$ cat src/rtl/cpu_pkg.sv
// Shared CPU constants and helpers for slicing packed multi-port buses.
// Register-index validity lives here so every port applies the same rule.
package cpu_pkg;

   localparam int XLEN_DEF = 32;
   localparam int NREG_DEF = 32;

   function automatic int data_lo(input int port, input int xlen);
      return port * xlen;
   endfunction

   function automatic int addr_lo(input int port, input int aw);
      return port * aw;
   endfunction

   // Nonzero and inside the array; x0 and out-of-range indices carry no state.
   function automatic logic addr_ok(input int a, input int nreg);
      return (a != 0) && (a < nreg);
   endfunction

endpackage

$ cat src/rtl/rf_scoreboard.sv
// Pending-write scoreboard: one busy bit per register, set on issue,
// cleared by write-back, wiped by flush.
module rf_scoreboard
   import cpu_pkg::*;
#(
   parameter int NREG   = NREG_DEF,
   parameter int AW     = $clog2(NREG),
   parameter int NRD    = 2,
   parameter int NWR    = 2,
   parameter int BYPASS = 1
) (
   input  logic              clk,
   input  logic              rstn,
   input  logic [NWR-1:0]    wr_en,
   input  logic [NWR*AW-1:0] wr_addr,
   input  logic              iss_en,
   input  logic [AW-1:0]     iss_addr,
   input  logic              flush,
   input  logic [NRD*AW-1:0] rd_addr,
   output logic [NRD-1:0]    rd_busy
);

   logic [NREG-1:0] busy_d, busy_q;

   // Issue is applied after clears so a new producer supersedes the retiring one.
   always_comb begin
      busy_d = busy_q;
      for (int i = 0; i < NWR; i++) begin
         if (wr_en[i] && addr_ok(int'(wr_addr[addr_lo(i, AW) +: AW]), NREG))
            busy_d[wr_addr[addr_lo(i, AW) +: AW]] = 1'b0;
      end
      if (iss_en && addr_ok(int'(iss_addr), NREG))
         busy_d[iss_addr] = 1'b1;
      if (flush)
         busy_d = '0;
      busy_d[0] = 1'b0;
   end

   always_ff @(posedge clk) begin
      if (!rstn)
         busy_q <= '0;
      else
         busy_q <= busy_d;
   end

   always_comb begin
      rd_busy = '0;
      for (int j = 0; j < NRD; j++) begin
         if (addr_ok(int'(rd_addr[addr_lo(j, AW) +: AW]), NREG))
            rd_busy[j] = busy_q[rd_addr[addr_lo(j, AW) +: AW]];
         for (int i = 0; i < NWR; i++) begin
            if ((BYPASS != 0) && wr_en[i]
                && (wr_addr[addr_lo(i, AW) +: AW] == rd_addr[addr_lo(j, AW) +: AW]))
               rd_busy[j] = 1'b0;
         end
      end
   end

endmodule

$ cat src/rtl/rf_multiport.sv
// Multi-port integer register file with prioritized writes, optional
// write-to-read forwarding and an integrated pending-write scoreboard.
module rf_multiport
   import cpu_pkg::*;
#(
   parameter int XLEN   = XLEN_DEF,
   parameter int NREG   = NREG_DEF,
   parameter int AW     = $clog2(NREG),
   parameter int NRD    = 2,
   parameter int NWR    = 2,
   parameter int BYPASS = 1
) (
   input  logic                clk,
   input  logic                rstn,
   input  logic [NWR-1:0]      wr_en,
   input  logic [NWR*AW-1:0]   wr_addr,
   input  logic [NWR*XLEN-1:0] wr_data,
   input  logic [NRD*AW-1:0]   rd_addr,
   output logic [NRD*XLEN-1:0] rd_data,
   output logic [NRD-1:0]      rd_busy,
   input  logic                iss_en,
   input  logic [AW-1:0]       iss_addr,
   input  logic                flush
);

   logic [XLEN-1:0] rf_d [NREG];
   logic [XLEN-1:0] rf_q [NREG];

   // Ascending port order lets the highest-index writer land last and win.
   always_comb begin
      rf_d = rf_q;
      for (int i = 0; i < NWR; i++) begin
         if (wr_en[i] && addr_ok(int'(wr_addr[addr_lo(i, AW) +: AW]), NREG))
            rf_d[wr_addr[addr_lo(i, AW) +: AW]] = wr_data[data_lo(i, XLEN) +: XLEN];
      end
      rf_d[0] = '0;
   end

   always_ff @(posedge clk) begin
      if (!rstn) begin
         for (int r = 0; r < NREG; r++)
            rf_q[r] <= '0;
      end else begin
         rf_q <= rf_d;
      end
   end

   always_comb begin
      rd_data = '0;
      for (int j = 0; j < NRD; j++) begin
         if (addr_ok(int'(rd_addr[addr_lo(j, AW) +: AW]), NREG))
            rd_data[data_lo(j, XLEN) +: XLEN] = rf_q[rd_addr[addr_lo(j, AW) +: AW]];
         for (int i = 0; i < NWR; i++) begin
            if ((BYPASS != 0) && wr_en[i]
                && (wr_addr[addr_lo(i, AW) +: AW] == rd_addr[addr_lo(j, AW) +: AW])
                && addr_ok(int'(wr_addr[addr_lo(i, AW) +: AW]), NREG))
               rd_data[data_lo(j, XLEN) +: XLEN] = wr_data[data_lo(i, XLEN) +: XLEN];
         end
      end
   end

   rf_scoreboard #(
      .NREG   (NREG),
      .AW     (AW),
      .NRD    (NRD),
      .NWR    (NWR),
      .BYPASS (BYPASS)
   ) u_sb (
      .clk      (clk),
      .rstn     (rstn),
      .wr_en    (wr_en),
      .wr_addr  (wr_addr),
      .iss_en   (iss_en),
      .iss_addr (iss_addr),
      .flush    (flush),
      .rd_addr  (rd_addr),
      .rd_busy  (rd_busy)
   );

endmodule

$ cat config.mk
export PLATFORM = sky130hd
export DESIGN_NAME = rf_multiport
export DESIGN_NICKNAME = d
export VERILOG_FILES = /design/src/rtl/cpu_pkg.sv /design/src/rtl/rf_scoreboard.sv /design/src/rtl/rf_multiport.sv
export SDC_FILE = /design/constraint.sdc
export NUM_CORES = 2
export LEC_CHECK = 0
export CAP_MARGIN = 30
export CORE_UTILIZATION = 43
export CTS_CLUSTER_DIAMETER = 40
export CTS_CLUSTER_SIZE = 30
export DETAILED_ROUTE_END_ITERATION = 8
export GPL_TIMING_DRIVEN = 0
export HOLD_SLACK_MARGIN = 0.08
export PLACE_DENSITY_LB_ADDON = 0.08
export SLEW_MARGIN = 20
export SYNTH_ARGS = -nofsm -noshare
export SYNTH_HDL_FRONTEND = slang
export SYNTH_SLANG_ARGS = --single-unit
$ cat constraint.sdc
create_clock -name clk -period 2.3 [get_ports clk]
set_input_delay 0.23 -clock clk [delete_from_list [all_inputs] [get_ports clk]]
set_output_delay 0.23 -clock clk [all_outputs]
set_load 0.05 [all_outputs]
==> Word-level counts from Yosys, hierarchy flattened <==
Cells that the tools add are included.
{ "word_totals": {"output_inout_bits": 66, "input_bits": 95, "reg_bits": 1056, "elab_cells": 123} }
{ "op_classes": {"bitwise": 10, "n_mux": 39, "n_eq_ne": 4, "reduce_logical": 22, "magnitude_cmp": 14} }
{ "op_table": {"columns": ["op", "n"], "rows": [
  ["$bwmux W1024", 2],
  ["$mux W1024", 1],
  ["$mux W992", 1],
  ["$mux W32", 15],
  ["$bmux W32 S5", 2],
  ["$demux W32 S5", 2],
  ["$and A32 B32 Y32", 2],
  ["$not A32 Y32", 2],
  ["$or A32 B32 Y32", 1],
  ["$lt A5 B6 Y1 const B", 5],
  ["$reduce_bool A5 Y1", 5],
  ["$ge A6 B6 Y1 const B", 4],
  ["$not A5 Y6", 4],
  ["$eq A5 B5 Y1", 4],
  ["$logic_and A1 B1 Y1", 16],
  ["$demux W1 S5", 3],
  ["$ge A5 B1 Y1 const B", 3],
  ["$lt A6 B1 Y1 const B", 2],
  ["$mux W1", 11],
  ["$bmux W1 S5", 2],
  ["$reduce_or A2 Y1", 1],
  ["$not A1 Y1", 1]
]} }

==> Longest topological paths before layout <==
{ "depth": {"word_depth": 11, "mapped_depth": 10, "mapped_depth_nobuf": 5} }

==> Hierarchy <==
Synthesis repeated with hierarchy kept, for this count alone.
{ "unflattened": {"hier_cells": 7447, "hier_area_um2": 66057.1} }
{ "modules_own_cells": {"columns": ["module", "cells_each", "area_each_um2", "seq_area_each_um2", "instances"], "rows": [
  ["rf_multiport", 7150, 63606.0, 19859.0, 1],
  ["rf_scoreboard", 297, 2451.1, 620.6, 1]
]} }

==> Worst setup path before layout <==
OpenSTA, ideal clock, no wires.
{ "synth_path": {"kind": "input to output", "startpoint": "in rd_addr[0]", "endpoint": "out rd_data[31]", "arrival_ns": 2.364, "path_stages": 10, "setup_slack_ns": -0.294, "n_path_buf": 5, "required_time_ns": 2.070, "path_cell_list": "buf_2 > buf_6 > buf_6 > nor2b_2 > buf_4 > buf_2 > a22oi_1 > o211ai_1 > nand3_1 > o221ai_1"} }
{ "synth_via": {"elab_chain_len": 7, "elab_cells_between_ends": 14, "classes_between": "eq/ne (2); mux (6); bitwise (1); reduce/logical (5)"} }
{ "synth_rtl": {"columns": ["element", "line", "text"], "rows": [
  ["start: declaration", "rf_multiport.sv:18", "input logic [NRD*AW-1:0] rd_addr,"],
  ["$not A5 Y6 (not written as such)", "rf_multiport.sv:52", "rd_data[data_lo(j, XLEN) +: XLEN] = rf_q[rd_addr[addr_lo(j, AW) +: AW]];"],
  ["$bmux W32 S5", "rf_multiport.sv:52", null],
  ["$mux W32 (not written as such) (2 in a row)", "rf_multiport.sv:52", null],
  ["$mux W32", "rf_multiport.sv:51", "if (addr_ok(int'(rd_addr[addr_lo(j, AW) +: AW]), NREG))"],
  ["$mux W32", "rf_multiport.sv:54", "if ((BYPASS != 0) && wr_en[i]"],
  ["$mux W32 *", "rf_multiport.sv:54", null],
  ["end: declaration", "rf_multiport.sv:19", "output logic [NRD*XLEN-1:0] rd_data,"]
]} }
Mark *: on every way between the ends. The rest lies on a longest branch, timed or not. The select of a mux whose other input is x is not followed.

==> Worst setup path after layout <==
{ "layout_path": {"startpoint": "in rd_addr[7]", "endpoint": "out rd_data[62]"} }
The elaborated chain is that of the path after synthesis.

==> impl_table.tex <==
\begin{tabular}{lr}
\hline
Metric & Value \\
\hline
\multicolumn{2}{l}{\textbf{Die}} \\
\quad Count of pins on the block boundary & 161 \\
\quad Core Box Area & 0.146 mm\^{}2 \\
\quad Initial core utilization & 43.5\% \\
\quad Row cnt & 140 \\
\quad Chip height & 387 um \\
\quad Die footprint & 0.150 mm\^{}2 \\
\quad Die boundary width & 387 um \\
\multicolumn{2}{l}{\textbf{Pwr}} \\
\quad Clock network fraction of design power & 55.2\% \\
\quad Power density over the cells & 763 mW/mm\^{}2 \\
\quad Static power due to leakage & 27.5 nW \\
\quad Share of total power in sequential cells & 30.1\% \\
\quad Share of total power consumed by net switching & 30.7\% \\
\quad Total net switching power & 18.8 mW \\
\quad Internal & 42.5 mW \\
\quad Max IR drop VDD & 0.812 mV \\
\quad Combinational fraction of design power & 14.8\% \\
\quad Design Power & 61.2 mW \\
\multicolumn{2}{l}{\textbf{Finish}} \\
\quad Area Overhead vs Synth & 26.0\% \\
\quad Area used by multi-input combinational logic & 0.0414 mm\^{}2 \\
\quad Register area & 0.0206 mm\^{}2 \\
\quad Share of the core filled with cells in the final layout & 54.9\% \\
\quad Final std cell area, no fill & 0.0803 mm\^{}2 \\
\quad Layout fillers & 13500 \\
\quad Net count of the finished layout & 7637 \\
\quad Share of post-route cells with drive strength above 1 & 23.1\% \\
\multicolumn{2}{l}{\textbf{Timing}} \\
\quad Worst rel slew slack & 19.9\% \\
\quad Share of the clock period used by the worst path & 145\% \\
\quad Setup TNS & -56680 ps \\
\quad Number of hold-slack violations in the final timing report & 0 \\
\quad Clock tree skew after final layout & 0 ps \\
\quad Slew of the pin with the lowest slew margin & 1200 ps \\
\quad Unrepaired setup endpoints after global routing & yes \\
\quad Max Clk Rate & 301 MHz \\
\quad Shortest clock period the worst path allows after layout & 3320 ps \\
\quad Worst setup slack after layout & -1020 ps \\
\quad Count of endpoints failing setup in the final report & 199 \\
\quad Count of pins over their slew limit & 0 \\
\multicolumn{2}{l}{\textbf{Critical path}} \\
\quad Startpoint kind of the worst setup timing path & primary input \\
\quad WP data arrival & 3090 ps \\
\quad Crit. End Element & output port \\
\quad Maximum fanout encountered on the critical timing path & 11 \\
\quad Cell class contributing the biggest share of worst-path delay & buffers and inverters \\
\quad Buffers \& Inverters on Critical Path & 4 \\
\quad Series of cell instances along the critical path & buf\_2 -> buf\_4 -> buf\_6 -> mux4\_2 -> a221oi\_2 -> o31ai\_1 -> a31o\_1 -> clkdlybuf4s15\_2 \\
\quad Slowest-stage cell, CP & sky130\_fd\_sc\_hd\_\_a221oi\_2 \\
\quad Largest stage delay, worst path & 450 ps \\
\quad Path type of the worst setup path & in -> out \\
\quad Worst EP required & 2070 ps \\
\multicolumn{2}{l}{\textbf{Synthesis}} \\
\quad Cell accounting for the most synthesized area & sky130\_fd\_sc\_hd\_\_dfxtp\_1 \\
\quad Synthesized netlist net count & 7179 \\
\quad Number of standard cells after synthesis & 7084 \\
\quad Top\_reg\_cell synth & sky130\_fd\_sc\_hd\_\_dfxtp\_1 \\
\quad Async set or reset register ratio after synthesis & 0\% \\
\quad Cells taking the most area after synthesis & sky130\_fd\_sc\_hd\_\_dfxtp\_1 32\%, sky130\_fd\_sc\_hd\_\_mux4\_2 14\%, sky130\_fd\_sc\_hd\_\_mux2i\_1 9.8\%, sky130\_fd\_sc\_hd\_\_a211oi\_1 8.5\%, sky130\_fd\_sc\_hd\_\_nor2\_1 7.2\% \\
\quad Mapped Area & 0.0637 mm\^{}2 \\
\quad Part of the Yosys area used for sequential elements & 32.2\% \\
\quad Proportion of netlist area held by the largest area contributor & 32.2\% \\
\quad Count leader, synth & sky130\_fd\_sc\_hd\_\_nor2\_1 \\
\quad Total number of yosys warnings & 0 \\
\quad \#FFs+latches synth & 1023 \\
\quad Commonest cells post-synth & 1224 x sky130\_fd\_sc\_hd\_\_nor2\_1, 1023 x sky130\_fd\_sc\_hd\_\_dfxtp\_1, 725 x sky130\_fd\_sc\_hd\_\_a211oi\_1 \\
\quad Count of flip-flops with a built-in enable after synthesis & 0 \\
\quad Syn\_area\_per\_cell & 8.99 um\^{}2 \\
\quad Count of cell types in the netlist & 74 \\
\multicolumn{2}{l}{\textbf{Route}} \\
\quad Count of nets left with antenna violations after detail routing & 0 \\
\quad DR DRC count & 0 \\
\quad DRT Pass-1 Iters & 6 \\
\quad Iteration-0 DRC Markers & 10200 \\
\quad Via/cell ratio & 7.03 \\
\quad Average routed wire per standard cell & 40.4 um \\
\quad Via total after detailed routing & 67900 \\
\quad Routed wire length & 390 mm \\
\multicolumn{2}{l}{\textbf{Outcome}} \\
\quad Result of the run & finished with violations \\
\quad Violations in the final reports & setup timing \\
\multicolumn{2}{l}{\textbf{Clock tree}} \\
\quad Level count of the clock H-tree & 4 \\
\quad Number of buffers created by CTS & 206 \\
\quad Number of sinks handled by clock tree synthesis & 1023 \\
\quad TritonCTS clock tree & built \\
\quad Maximum buffer depth of the clock tree & 3 \\
\quad Clock-pin slew on the worst setup and hold paths & 50 ps \\
\quad Later-pin clock latency in the skew report & 820 ps \\
\quad CTS root buffer & sky130\_fd\_sc\_hd\_\_clkbuf\_16 \\
\multicolumn{2}{l}{\textbf{GRT}} \\
\quad Global-route usage over all layers & 50.2\% \\
\quad Maximum number of pins on one net before global-route repair & 17 \\
\quad GRT Residual Overflow & 0 \\
\quad First-pass GRT wire length & 522 mm \\
\quad Number of global-route vias before repair & 64900 \\
\quad Antenna violations before repair & 10 \\
\multicolumn{2}{l}{\textbf{Place}} \\
\quad Post-DP HPWL & 309 mm \\
\quad Cell area reported after detailed placement & 0.0676 mm\^{}2 \\
\quad GPL Wtd Cong & 1.13 \\
\quad Number of buffers inserted by port buffering & 80 \\
\multicolumn{2}{l}{\textbf{Min path}} \\
\quad Hold Crit Class & in -> reg \\
\multicolumn{2}{l}{\textbf{Run}} \\
\quad Count of maximum capacitance violations & 0 \\
\hline
\end{tabular}
cell usage in the layout (no fill, tap or decap), types with 124 or more instances in the layout:
| cell type | instances |
|---|---|
| sky130_fd_sc_hd__mux2i_1 | 588 |
| sky130_fd_sc_hd__nor2_1 | 1221 |
| sky130_fd_sc_hd__a311oi_1 | 321 |
| sky130_fd_sc_hd__nand2_1 | 448 |
| sky130_fd_sc_hd__clkbuf_1 | 548 |
| sky130_fd_sc_hd__nand3_1 | 296 |
| sky130_fd_sc_hd__a21oi_1 | 169 |
| sky130_fd_sc_hd__buf_4 | 124 |
| sky130_fd_sc_hd__buf_6 | 129 |
| sky130_fd_sc_hd__dfxtp_1 | 948 |
| sky130_fd_sc_hd__clkbuf_16 | 208 |
| sky130_fd_sc_hd__mux4_2 | 408 |
| sky130_fd_sc_hd__a211oi_1 | 702 |
sequential cells by signal, summed over array words and instances, names as in the netlist:
| name | cells |
|---|---|
| rf_q | 992 |
| u_sb.busy_q | 31 |
cell type report:
type / instances / area share, %
buffer: 977 / 6.56
clock buffer: 267 / 7.20
inverter: 38 / 0.181
antenna: 12 / 0.0374
tap: 1917 / 2.99
sequential: 1023 / 25.6
multi-input combinational: 5042 / 51.6
clock inverter: 122 / 2.41
timing repair buffer: 254 / 3.33
path summary, 6_finish.rpt:
kind              start  cells past startpoint  slack, ps         endpoint
max          rd_addr[7]                      8      -1020      rd_data[62]
min                rstn                      3        110  u_sb.busy_q[10]
max reg2reg    rf_q[40]                      3        950         rf_q[40]
min reg2reg   rf_q[830]                      2        500        rf_q[830]
tightest hold or removal path, cell delays in order:
cell,delay (ps)
sky130_fd_sc_hd__clkdlybuf4s50_1,420
sky130_fd_sc_hd__nand2b_1,210
sky130_fd_sc_hd__a21oi_1,60
kinds of logic (layout without fill, tap and decap cells):
logic type	count (synthesis)	count (layout)	synth area share, %
AO/OA/AOI/OAI	1682	1682	20.0
XOR/XNOR	20	20	0.275
buffers and inverters	1019	1658	7.16
multiplexers	1096	1096	25.4
flip-flops	1023	1023	32.2
AND/OR/NAND/NOR	2244	2244	15.0
other	0	12	0
repair_timing:
| item | CTS | global route |
|---|---|---|
| pin swaps | 105 | 23 |
| setup endpoints to repair | 913 | 176 |
| cloned | 2 | 0 |
| buffers inserted | 46 | 8 |
| hold buffers | 70 | 8 |
| endpoints found under the hold margin | 265 | 10 |
| gates resized for setup | 1161 | 127 |
through the flow:
| step | setup WS [ps] | hold WS (ps) | std cells |
|---|---|---|---|
| 6_report | -1020 | 113 | 9652 |
| 5_1_grt | -927 | 140 | 9643 |
| 3_3_place_gp | -3370 | 476 | 9081 |
| 3_5_place_dp | -2910 | 481 | 9112 |
| 4_1_cts | -889 | -132 | 9616 |
| 2_1_floorplan | -290 | 421 | 7084 |
power by group through the flow:
| stage | Combinational, mW | Clock, mW | Sequential [mW] |
|---|---|---|---|
| after floorplan | 4.08 | 0 | 18.6 |
| after global placement | 7.40 | 0 | 18.7 |
| after detailed placement | 7.50 | 0 | 18.7 |
| after CTS | 8.36 | 33.5 | 18.4 |
| after global routing | 8.93 | 34.4 | 18.4 |
| final | 9.05 | 33.8 | 18.4 |
routing by layer:
layer  global-route usage (%)  up-vias  share of wire [%]
met3                     20.7     1280                 14
met2                     70.5     5318                 40
li1                         -    27600                  -
met1                     61.6    33600                 37
met5                    0.702        -              0.082
met4                     35.8       16                8.3
Note: power is estimated with default switching activity, not from simulation.
